===== src/rtl/alu_seq_if.sv =====
// Issue/result handshake bundle between register-file read, the sequential ALU and writeback.
// The master side issues operations and consumes results; the slave side is the ALU.
interface alu_seq_if #(
  parameter int WIDTH = 16
) ();
  logic             in_valid;
  logic             in_ready;
  logic [7:0]       opcode;
  logic [WIDTH-1:0] r1;
  logic [WIDTH-1:0] r2;
  logic             out_valid;
  logic             out_ready;
  logic [WIDTH-1:0] rout;
  logic [WIDTH-1:0] rout_hi;
  logic             out_err;
  logic [4:0]       flags;
  logic             busy;

  modport master (
    output in_valid, opcode, r1, r2, out_ready,
    input  in_ready, out_valid, rout, rout_hi, out_err, flags, busy
  );

  modport slave (
    input  in_valid, opcode, r1, r2, out_ready,
    output in_ready, out_valid, rout, rout_hi, out_err, flags, busy
  );
endinterface


===== src/rtl/alu_seq.sv =====
// Registered ALU with a persistent {N,Z,F,L,C} flag register, valid/ready on both sides
// and a shift-add multiplier that retires one multiplier bit per cycle.
module alu_seq #(
  parameter int WIDTH  = 16,
  parameter bit MUL_EN = 1'b1
) (
  input logic    clk,
  input logic    reset,
  alu_seq_if.slave bus
);
  localparam int CW = $clog2(WIDTH);
  localparam int M  = WIDTH - 1;
  localparam logic [WIDTH-1:0] WIDTH_V   = WIDTH'(WIDTH);
  localparam logic [CW-1:0]    LAST_ITER = CW'(WIDTH - 1);

  localparam int FC = 0;
  localparam int FL = 1;
  localparam int FF = 2;
  localparam int FZ = 3;
  localparam int FN = 4;

  localparam logic [7:0] OP_AND  = 8'h01;
  localparam logic [7:0] OP_OR   = 8'h02;
  localparam logic [7:0] OP_XOR  = 8'h03;
  localparam logic [7:0] OP_NOT  = 8'h04;
  localparam logic [7:0] OP_ADD  = 8'h05;
  localparam logic [7:0] OP_ADDU = 8'h06;
  localparam logic [7:0] OP_ADDC = 8'h07;
  localparam logic [7:0] OP_RSH  = 8'h08;
  localparam logic [7:0] OP_SUB  = 8'h09;
  localparam logic [7:0] OP_SUBC = 8'h0A;
  localparam logic [7:0] OP_CMP  = 8'h0B;
  localparam logic [7:0] OP_ALSH = 8'h0C;
  localparam logic [7:0] OP_MUL  = 8'h0E;
  localparam logic [7:0] OP_ARSH = 8'h0F;
  localparam logic [7:0] OP_LSH  = 8'h84;

  typedef enum logic {S_IDLE, S_MUL} state_t;

  state_t           state;
  logic [WIDTH-1:0] rout_q, rout_hi_q;
  logic             err_q, valid_q;
  logic [4:0]       flags_q;
  logic [CW-1:0]    cnt;
  logic [WIDTH-1:0] mcand, prod_hi, prod_lo;

  logic [WIDTH-1:0] a, b, addend, res;
  logic [WIDTH:0]   sum;
  logic             cin, ovf, err, is_mul, shift_big, in_ready, accept;
  logic [4:0]       nf;
  logic [WIDTH:0]   mul_add;
  logic [WIDTH-1:0] mul_next_hi, mul_next_lo;

  assign a = bus.r1;
  assign b = bus.r2;

  assign in_ready = (state == S_IDLE) && (!valid_q || bus.out_ready);
  assign accept   = bus.in_valid && in_ready;

  // Subtraction-class ops share the adder as r1 + ~r2 + cin; ovf covers both add and sub.
  always_comb begin
    addend = b;
    cin    = 1'b0;
    case (bus.opcode)
      OP_ADDC:        cin = flags_q[FC];
      OP_SUB, OP_CMP: begin addend = ~b; cin = 1'b1; end
      OP_SUBC:        begin addend = ~b; cin = flags_q[FC]; end
      default:        ;
    endcase
  end

  assign sum       = {1'b0, a} + {1'b0, addend} + {{WIDTH{1'b0}}, cin};
  assign ovf       = (a[M] == addend[M]) && (sum[M] != a[M]);
  assign shift_big = (a >= WIDTH_V);

  always_comb begin
    res    = '0;
    err    = 1'b0;
    is_mul = 1'b0;
    nf     = flags_q;
    case (bus.opcode)
      OP_ADD, OP_ADDC, OP_SUB, OP_SUBC: begin
        res    = sum[WIDTH-1:0];
        nf[FC] = sum[WIDTH];
        nf[FF] = ovf;
      end
      OP_ADDU: begin
        res    = sum[WIDTH-1:0];
        nf[FC] = sum[WIDTH];
      end
      OP_CMP: begin
        res    = sum[WIDTH-1:0];
        nf[FZ] = (a == b);
        nf[FL] = (a < b);
        nf[FN] = ($signed(a) < $signed(b));
      end
      OP_AND:          res = a & b;
      OP_OR:           res = a | b;
      OP_XOR:          res = a ^ b;
      OP_NOT:          res = ~a;
      OP_LSH, OP_ALSH: res = shift_big ? '0 : (b << a);
      OP_RSH:          res = shift_big ? '0 : (b >> a);
      OP_ARSH:         res = shift_big ? {WIDTH{b[M]}} : $unsigned($signed(b) >>> a);
      OP_MUL: begin
        if (MUL_EN) is_mul = 1'b1;
        else        err    = 1'b1;
      end
      default:         err = 1'b1;
    endcase
    if (!err && !is_mul && bus.opcode != OP_CMP) begin
      nf[FZ] = (res == '0);
      nf[FN] = res[M];
    end
  end

  // One shift-add step: conditionally add the multiplicand into the high half, then shift the pair right.
  always_comb begin
    mul_add     = {1'b0, prod_hi} + (prod_lo[0] ? {1'b0, mcand} : '0);
    mul_next_hi = mul_add[WIDTH:1];
    mul_next_lo = {mul_add[0], prod_lo[WIDTH-1:1]};
  end

  always_ff @(posedge clk or posedge reset) begin
    if (reset) begin
      state     <= S_IDLE;
      rout_q    <= '0;
      rout_hi_q <= '0;
      err_q     <= 1'b0;
      valid_q   <= 1'b0;
      flags_q   <= '0;
      cnt       <= '0;
      mcand     <= '0;
      prod_hi   <= '0;
      prod_lo   <= '0;
    end else begin
      if (valid_q && bus.out_ready) valid_q <= 1'b0;
      case (state)
        S_IDLE: begin
          if (accept) begin
            if (is_mul) begin
              mcand   <= a;
              prod_hi <= '0;
              prod_lo <= b;
              cnt     <= '0;
              state   <= S_MUL;
            end else begin
              rout_q    <= res;
              rout_hi_q <= '0;
              err_q     <= err;
              flags_q   <= nf;
              valid_q   <= 1'b1;
            end
          end
        end
        S_MUL: begin
          prod_hi <= mul_next_hi;
          prod_lo <= mul_next_lo;
          cnt     <= cnt + CW'(1);
          if (cnt == LAST_ITER) begin
            rout_q      <= mul_next_lo;
            rout_hi_q   <= mul_next_hi;
            err_q       <= 1'b0;
            flags_q[FC] <= |mul_next_hi;
            flags_q[FZ] <= ~|mul_next_lo;
            flags_q[FN] <= mul_next_lo[M];
            valid_q     <= 1'b1;
            cnt         <= '0;
            state       <= S_IDLE;
          end
        end
        default: state <= S_IDLE;
      endcase
    end
  end

  assign bus.in_ready  = in_ready;
  assign bus.out_valid = valid_q;
  assign bus.rout      = rout_q;
  assign bus.rout_hi   = rout_hi_q;
  assign bus.out_err   = err_q;
  assign bus.flags     = flags_q;
  assign bus.busy      = (state == S_MUL);
endmodule


===== src/flat_wrapper.sv =====
// flat-port wrapper written by rule: the top's interface ports become plain ports
module alu_seq_flat 
#(
  parameter int WIDTH  = 16,
  parameter bit MUL_EN = 1'b1
)
  (clk, reset, bus_in_valid, bus_opcode, bus_r1, bus_r2, bus_out_ready, bus_in_ready, bus_out_valid, bus_rout, bus_rout_hi, bus_out_err, bus_flags, bus_busy);
  alu_seq_if #(.WIDTH(WIDTH)) bus_i ();
  input logic clk;
  input logic reset;
  input wire logic [$bits(bus_i.in_valid)-1:0] bus_in_valid;
  input wire logic [$bits(bus_i.opcode)-1:0] bus_opcode;
  input wire logic [$bits(bus_i.r1)-1:0] bus_r1;
  input wire logic [$bits(bus_i.r2)-1:0] bus_r2;
  input wire logic [$bits(bus_i.out_ready)-1:0] bus_out_ready;
  output wire logic [$bits(bus_i.in_ready)-1:0] bus_in_ready;
  output wire logic [$bits(bus_i.out_valid)-1:0] bus_out_valid;
  output wire logic [$bits(bus_i.rout)-1:0] bus_rout;
  output wire logic [$bits(bus_i.rout_hi)-1:0] bus_rout_hi;
  output wire logic [$bits(bus_i.out_err)-1:0] bus_out_err;
  output wire logic [$bits(bus_i.flags)-1:0] bus_flags;
  output wire logic [$bits(bus_i.busy)-1:0] bus_busy;
  assign bus_i.in_valid = bus_in_valid;
  assign bus_i.opcode = bus_opcode;
  assign bus_i.r1 = bus_r1;
  assign bus_i.r2 = bus_r2;
  assign bus_i.out_ready = bus_out_ready;
  assign bus_in_ready = bus_i.in_ready;
  assign bus_out_valid = bus_i.out_valid;
  assign bus_rout = bus_i.rout;
  assign bus_rout_hi = bus_i.rout_hi;
  assign bus_out_err = bus_i.out_err;
  assign bus_flags = bus_i.flags;
  assign bus_busy = bus_i.busy;
  alu_seq #(.WIDTH(WIDTH), .MUL_EN(MUL_EN)) u_core (.clk(clk), .reset(reset), .bus(bus_i));
endmodule

===== config.mk =====
export PLATFORM = sky130hd
export DESIGN_NAME = alu_seq_flat
export DESIGN_NICKNAME = d
export VERILOG_FILES = /design/src/rtl/alu_seq_if.sv /design/src/rtl/alu_seq.sv /design/src/flat_wrapper.sv
export SDC_FILE = /design/constraint.sdc
export NUM_CORES = 1
export LEC_CHECK = 0
export ABC_CLOCK_PERIOD_IN_PS = 6700
export BUFFER_PORTS_ARGS = -buffer_cell sky130_fd_sc_hd__buf_2
export CORE_MARGIN = 2
export CORE_UTILIZATION = 66
export DETAILED_ROUTE_END_ITERATION = 7
export HOLD_SLACK_MARGIN = 0.15
export PLACE_DENSITY = 0.87
export SLEW_MARGIN = 40
export SYNTH_ARGS = -nofsm -noshare
export SYNTH_HDL_FRONTEND = slang
export SYNTH_SLANG_ARGS = --single-unit
export TNS_END_PERCENT = 100

===== constraint.sdc =====
create_clock -name clk -period 6.7 [get_ports clk]
set_input_delay 1.34 -clock clk [delete_from_list [all_inputs] [get_ports clk]]
set_output_delay 1.34 -clock clk [all_outputs]
set_load 0.02 [all_outputs]

# Yosys cells after proc, flatten, opt, wreduce, memory -nomap -nowiden
# Index checks and enable logic that the tools add are counted.
dict set report op_classes {
  n_addsub 4
  magnitude_cmp 3
  eq_ne 26
  shift 3
  n_mux 51
  n_bitwise 7
  n_reduce_logical 28
}
# cell count
set op_table {}
lappend op_table {{16-bit 2-to-1 mux} 15}
lappend op_table {{16-bit one-hot mux with 2 select lines} 4}
lappend op_table {{16-bit one-hot mux with 8 select lines} 1}
lappend op_table {{8-bit by 4-bit equality test with 1-bit output (second input constant)} 7}
lappend op_table {{8-bit by 3-bit equality test with 1-bit output (second input constant)} 4}
lappend op_table {{16-bit < comparator} 2}
lappend op_table {{16-bit NOT} 2}
lappend op_table {{16-bit OR reduction} 2}
lappend op_table {{16-bit by 16-bit adder with 17-bit output} 1}
lappend op_table {{16-bit by 17-bit adder with 17-bit output} 1}
lappend op_table {{17-bit by 1-bit adder with 17-bit output} 1}
lappend op_table {{16-bit AND} 1}
lappend op_table {{16-bit equality test} 1}
lappend op_table {{8-bit by 2-bit equality test with 1-bit output (second input constant)} 2}
lappend op_table {{16-bit by 5-bit greater-or-equal comparator with 1-bit output (second input constant)} 1}
lappend op_table {{16-bit logical NOT} 1}
lappend op_table {{1-bit 2-to-1 mux} 16}
lappend op_table {{16-bit bitwise OR} 1}
lappend op_table {{4-bit AND reduction} 4}
lappend op_table {{16-bit by 16-bit << shifter with 16-bit output} 1}
lappend op_table {{16-bit by 16-bit right shift with 16-bit output} 1}
lappend op_table {{16-bit by 16-bit >>> shifter with 16-bit output} 1}
lappend op_table {{16-bit bitwise XOR} 1}
lappend op_table {{15-bit OR reduction} 1}
lappend op_table {{27 further kinds} 50}
dict set report word_totals {
  register_bits 92
  in_bits 44
  word_cells 135
}

# Longest topological paths before layout
dict set report depth {
  word_depth 11
  ltp_mapped 18
  mapped_depth_nobuf 15
}

# Least setup slack after synthesis
# Ideal clock, no wire load.
dict set report synth_timing {
  kind {input-to-reg}
  startpoint {input port bus_opcode[5]}
  endpoint {register u_core.flags_q[3], in the netlist u_core.bus.flags[3]}
  setup_ps 76
  arrival_ps 6038
  setup_slack_ps 585
  cell_stages 16
  n_path_buf 2
  path_cell_list {or4_1 clkbuf_1 nor3_2 clkbuf_1 xnor2_1 fa_1 fa_1 nand2b_1 a21oi_1 nor3_1 or4b_2 a31oi_1 xor2_1 a2111oi_0 nand4_1 o21ai_1}
}
dict set report synth_via {
  elab_chain_len 11
  word_cells_on_any_way 39
  classes_between {add/sub: 2; eq/ne: 18; mux: 8; reduce/logical: 11}
}
# item line_no
set synth_rtl {}
lappend synth_rtl {{start, declared} flat_wrapper.sv:12} ;# input wire logic [$bits(bus_i.opcode)-1:0] bus_opcode;
lappend synth_rtl {{8-bit by 4-bit equality test with 1-bit output} {alu_seq.sv:64, alu_seq.sv:81}}
lappend synth_rtl {{3-bit OR reduction (no line)} -}
lappend synth_rtl {{16-bit 2-to-1 mux} -}
lappend synth_rtl {{16-bit by 16-bit adder with 17-bit output} alu_seq.sv:72} ;# assign sum = {1'b0, a} + {1'b0, addend} + {{WIDTH{1'b0}}, cin};
lappend synth_rtl {{17-bit by 1-bit adder with 17-bit output} alu_seq.sv:72}
lappend synth_rtl {{16-bit one-hot mux with 8 select lines} alu_seq.sv:81} ;# case (bus.opcode)
lappend synth_rtl {{16-bit logical NOT} alu_seq.sv:111} ;# nf[FZ] = (res == '0);
lappend synth_rtl {{2-bit 2-to-1 mux} alu_seq.sv:110} ;# if (!err && !is_mul && bus.opcode != OP_CMP) begin
lappend synth_rtl {{5-bit 2-to-1 mux} alu_seq.sv:140} ;# if (is_mul) begin
lappend synth_rtl {{5-bit 2-to-1 mux} alu_seq.sv:139} ;# if (accept) begin
lappend synth_rtl {{2-bit one-hot mux with 2 select lines} alu_seq.sv:137} ;# case (state)
lappend synth_rtl {{end signal, assigned} alu_seq.sv:150} ;# flags_q <= nf;
lappend synth_rtl {{end signal, assigned by index} alu_seq.sv:163} ;# flags_q[FC] <= |mul_next_hi;
lappend synth_rtl {{end signal, assigned by index} alu_seq.sv:164} ;# flags_q[FZ] <= ~|mul_next_lo;
lappend synth_rtl {{end, declared} alu_seq.sv:43} ;# logic [4:0] flags_q;
# Several ways; a longest one is shown, not always the timed one. The select of a mux whose other input is x is not followed.
# A chain may end at the register's enable or synchronous reset.

# Worst setup path after layout
# Same ends and word-level chain as after synthesis.

==> impl_results.md <==
- Outcome: completed
- Max-slew violations: 0
- Area delta synth->final: 8.53%
- CP Class: input pin to flip-flop
- Internal cell power: around 1.2 mW
- Post-CTS Setup Repair Bufs: 0
- Hold Crit Class: flip-flop to flip-flop
- Initial Util: 67.8%
- Clock slew at reported path FFs: around 80 ps
- Mapped Avg Cell Area: between 8 and 9 um^2
- Cell variety after synth: between 70 and 80
- Worst reg-to-reg setup slack: approximately 2500 ps
- Multi-input logic area: about 0.0067 mm^2
- Via count: 9,661
- Cell count after synthesis: 1,159
- RR Startpoint: u_core.bus.flags[0]
- Max-Slew Margin vs Limit: a little over two fifths
- H-tree Lvls: 3
- Crit end category: flip-flop
- Synth top area cells: dfrtp_1 24%, ha_1 11%, nand2_1 6.8%, mux4_2 5.2%, mux2i_1 4.9%
- Worst EP arrival: ~6100 ps
- Layout Skew: approximately 12 ps
- Die ar.: 0.0153 mm^2
- CTS buffer count: 9
- Filler cells: roughly 1.1k
- Avg WL per Cell: ~24 um
- Net Switching: 0.816 mW
- Highest clock rate: between 150 and 200 MHz
- Clock Latency Late Sink: 350 ps
- Total routed wirelength: ~33,000 um
- RSZ-0062 raised after global routing: false
- # clock sinks: 92
- Required @ worst endpoint: between 6000 and 7000 ps
- Final #Nets: 1,328
- Sw frac: between 40% and 50%
- Vias in the first global route: roughly 9.1k
- Worst r2r dst: u_core.bus.flags[3]
- Final setup violation count: 0
- Crit start category: input pin
- Post-synth EDFFs: 0
- Pre-antenna DRT Iters: 7
- IO buf count: 84
- GP Congestion: ~1.1
- Initial antenna violation count: 0
- Syn nets: about 1.3k
- Layout cell share with drive strength beyond 1: about 15%
- Final period util: between 80% and 90%
- Root Driver: clkbuf_16
- Actual slew at the worst max-slew pin: 844 ps
- Gr usage total: 43.6%
- Power per standard cell area: 197 mW/mm^2
- Fin Setup TNS: 0 ps
- Antenna viol nets, final: 0
- Leakage Power: about 4.8 nW
- Top Ports: between 80 and 90
- Proportion of power drawn by the clock network: 25.5%
- Layout Utilization: about three quarters
- Final min period: about 5800 ps
- Drt initial violations: 1,202
- CTS Buffer Depth: 2
- Peak VDD IR: between 0.15 and 0.2 mV
- Synth Cell Area: 0.00944 mm^2
- Yosys top cell area share: between 20% and 30%
- Hold Path Depth: 2
- Core ar.: 0.0139 mm^2
- Seq/Total Area, Yosys: ~24%
- N_diodes: 0
- DIE HEIGHT: approximately 120 um
- Vias per cell: 6.97
- Largest net degree at the start of global routing: between 60 and 70
- Worst Setup EP: u_core.bus.flags[3]
- CTS tree: done
- Fraction of registers with async set/reset: 100%
- Max cap viols: 0
- Crit. Startpoint: bus_opcode[5]
- Power Total: roughly 2.0 mW
- Final Cell Area: slightly above 0.01 mm^2
- R2R depth: 14
- Part of the power in registers: between 30% and 40%
- Core Rows: between 40 and 50
- DRC violations left: 0
- First-pass GRT wire length: ~50,000 um
- Hold_buf cts: 0
- Die width: approximately 120 um
- Prevailing post-synth register cell: dfrtp_1
- Max FO, Critical Path: 13
- Dpl cell area: slightly below 0.01 mm^2
- CTS-repair resized insts: 0
- Seq cells post-synth: a little over 90
- Aggregate global routing overflow: 0
- Combinational share of power: 37.1%
- DP HPWL: 24,200 um
- Seq. cell area: 0.00230 mm^2
- Ys Warns: 0
- Fin. Hold Viols: 0
- Synth area leader: dfrtp_1
-- worst max-delay path: stages --
cell and delay (ps):
buf_2 130, or4_1 780, nor3_2 280, xnor2_1 120, fa_1 500, fa_1 410
nand2b_1 200, a21oi_1 230, nor3_1 120, or4b_2 720, a31oi_1 230, xor2_1 150
a2111oi_0 500, nand4_1 170, o21ai_1 160
-- worst min path at each step --
stage,slack [ps],from,endpoint
final,470,u_core.bus.rout_hi[0],u_core.bus.rout_hi[0]
after global routing,490,u_core.bus.rout_hi[10],u_core.bus.rout_hi[10]
after CTS,470,u_core.bus.rout_hi[0],u_core.bus.rout_hi[0]
after detailed placement,450,u_core.bus.rout_hi[0],u_core.bus.rout_hi[0]
after global placement,440,u_core.bus.rout_hi[0],u_core.bus.rout_hi[0]
after floorplan,440,u_core.mcand[0],u_core.mcand[0]
-- metal layers --
metal / up-vias / global-route usage (%) / share of wire, % / wire length (um)
met5: - / 0 / 0 / 0
met4: 0 / 24.1 / 6.2 / 2020
met3: 145 / 8.20 / 11 / 3560
met2: 645 / 69.5 / 45 / 14800
met1: 4528 / 56.0 / 38 / 12300
li1: 4343 / - / - / -
-- cell usage in the layout, fill, tap and decap left out, types with 12 or more instances in the layout --
cell      synthesis  final
a211oi_1         15     15
a21o_1           18     18
a21oi_1          59     58
a22oi_1          18     18
a31oi_1          19     19
and2_1           25     25
buf_2            11     84
buf_4             4     15
dfrtp_1          92     91
ha_1             80     80
inv_1            47     46
mux2i_1          46     46
mux4_2           22     22
nand2_1         171    171
nand2b_1         18     18
nand3_1          30     30
nor2_1           72     71
nor3_1           28     27
nor4_1           13     13
o211ai_1         12     12
o21ai_0          81     81
xnor2_1          30     30
-- flip-flops by register name, indices dropped and copies added, names as in the netlist --
signal and flops:
u_core.bus.busy 1, u_core.bus.flags 5, u_core.bus.out_err 1, u_core.bus.out_valid 1, u_core.bus.rout 16, u_core.bus.rout_hi 16, u_core.cnt 4, u_core.mcand 16
u_core.prod_hi 16, u_core.prod_lo 16
-- cell usage after synthesis, drive strengths merged (8+ instances only) --
cell type  count
nor4          16
mux2          10
o31ai          8
a31oi         19
nand2        171
a21o          18
o21ai         84
a32oi          8
nand4          9
clkbuf        47
nor2          72
nand3         30
mux4          22
o21bai         9
buf           22
o21a           9
a211oi        15
ha            80
inv           49
o22ai         10
nor3          30
xnor2         30
xor2          10
and2          26
or4            9
o211ai        12
nand2b        18
or3           10
mux2i         46
a21oi         59
dfrtp         92
a22oi         18
-- layout make-up --
cell class	count	share of cell area (%)
timing repair buffer	100	5.31
sequential	92	22.5
multi-input combinational	947	65.2
clock inverter	7	0.745
tap	180	2.20
clock buffer	9	2.20
inverter	51	1.89
-- per-stage QoR --
step	instances	hold slack [ps]	setup WS (ps)
floorplan	1159	442	585
global placement	1370	445	894
detailed placement	1370	451	628
CTS	1386	469	980
global route	1386	490	603
finish	1386	468	923
-- power groups by stage --
stage	clock (mW)	combinational, mW	sequential [mW]
2_1_floorplan	0	0.491	0.760
3_3_place_gp	0	0.700	0.757
3_5_place_dp	0	0.720	0.760
4_1_cts	0.516	0.728	0.750
5_1_grt	0.543	0.811	0.763
6_report	0.514	0.748	0.755
-- logic make-up after synthesis --
family,Yosys count,synth area share (%)
compound gates,324,22.6
xor+xnor,40,3.71
fa+ha+maj,83,11.2
buf+inv,120,5.07
flops,92,24.4
mux,78,11.3
simple gates,422,21.7
Note: power is estimated with default switching activity, not from simulation.
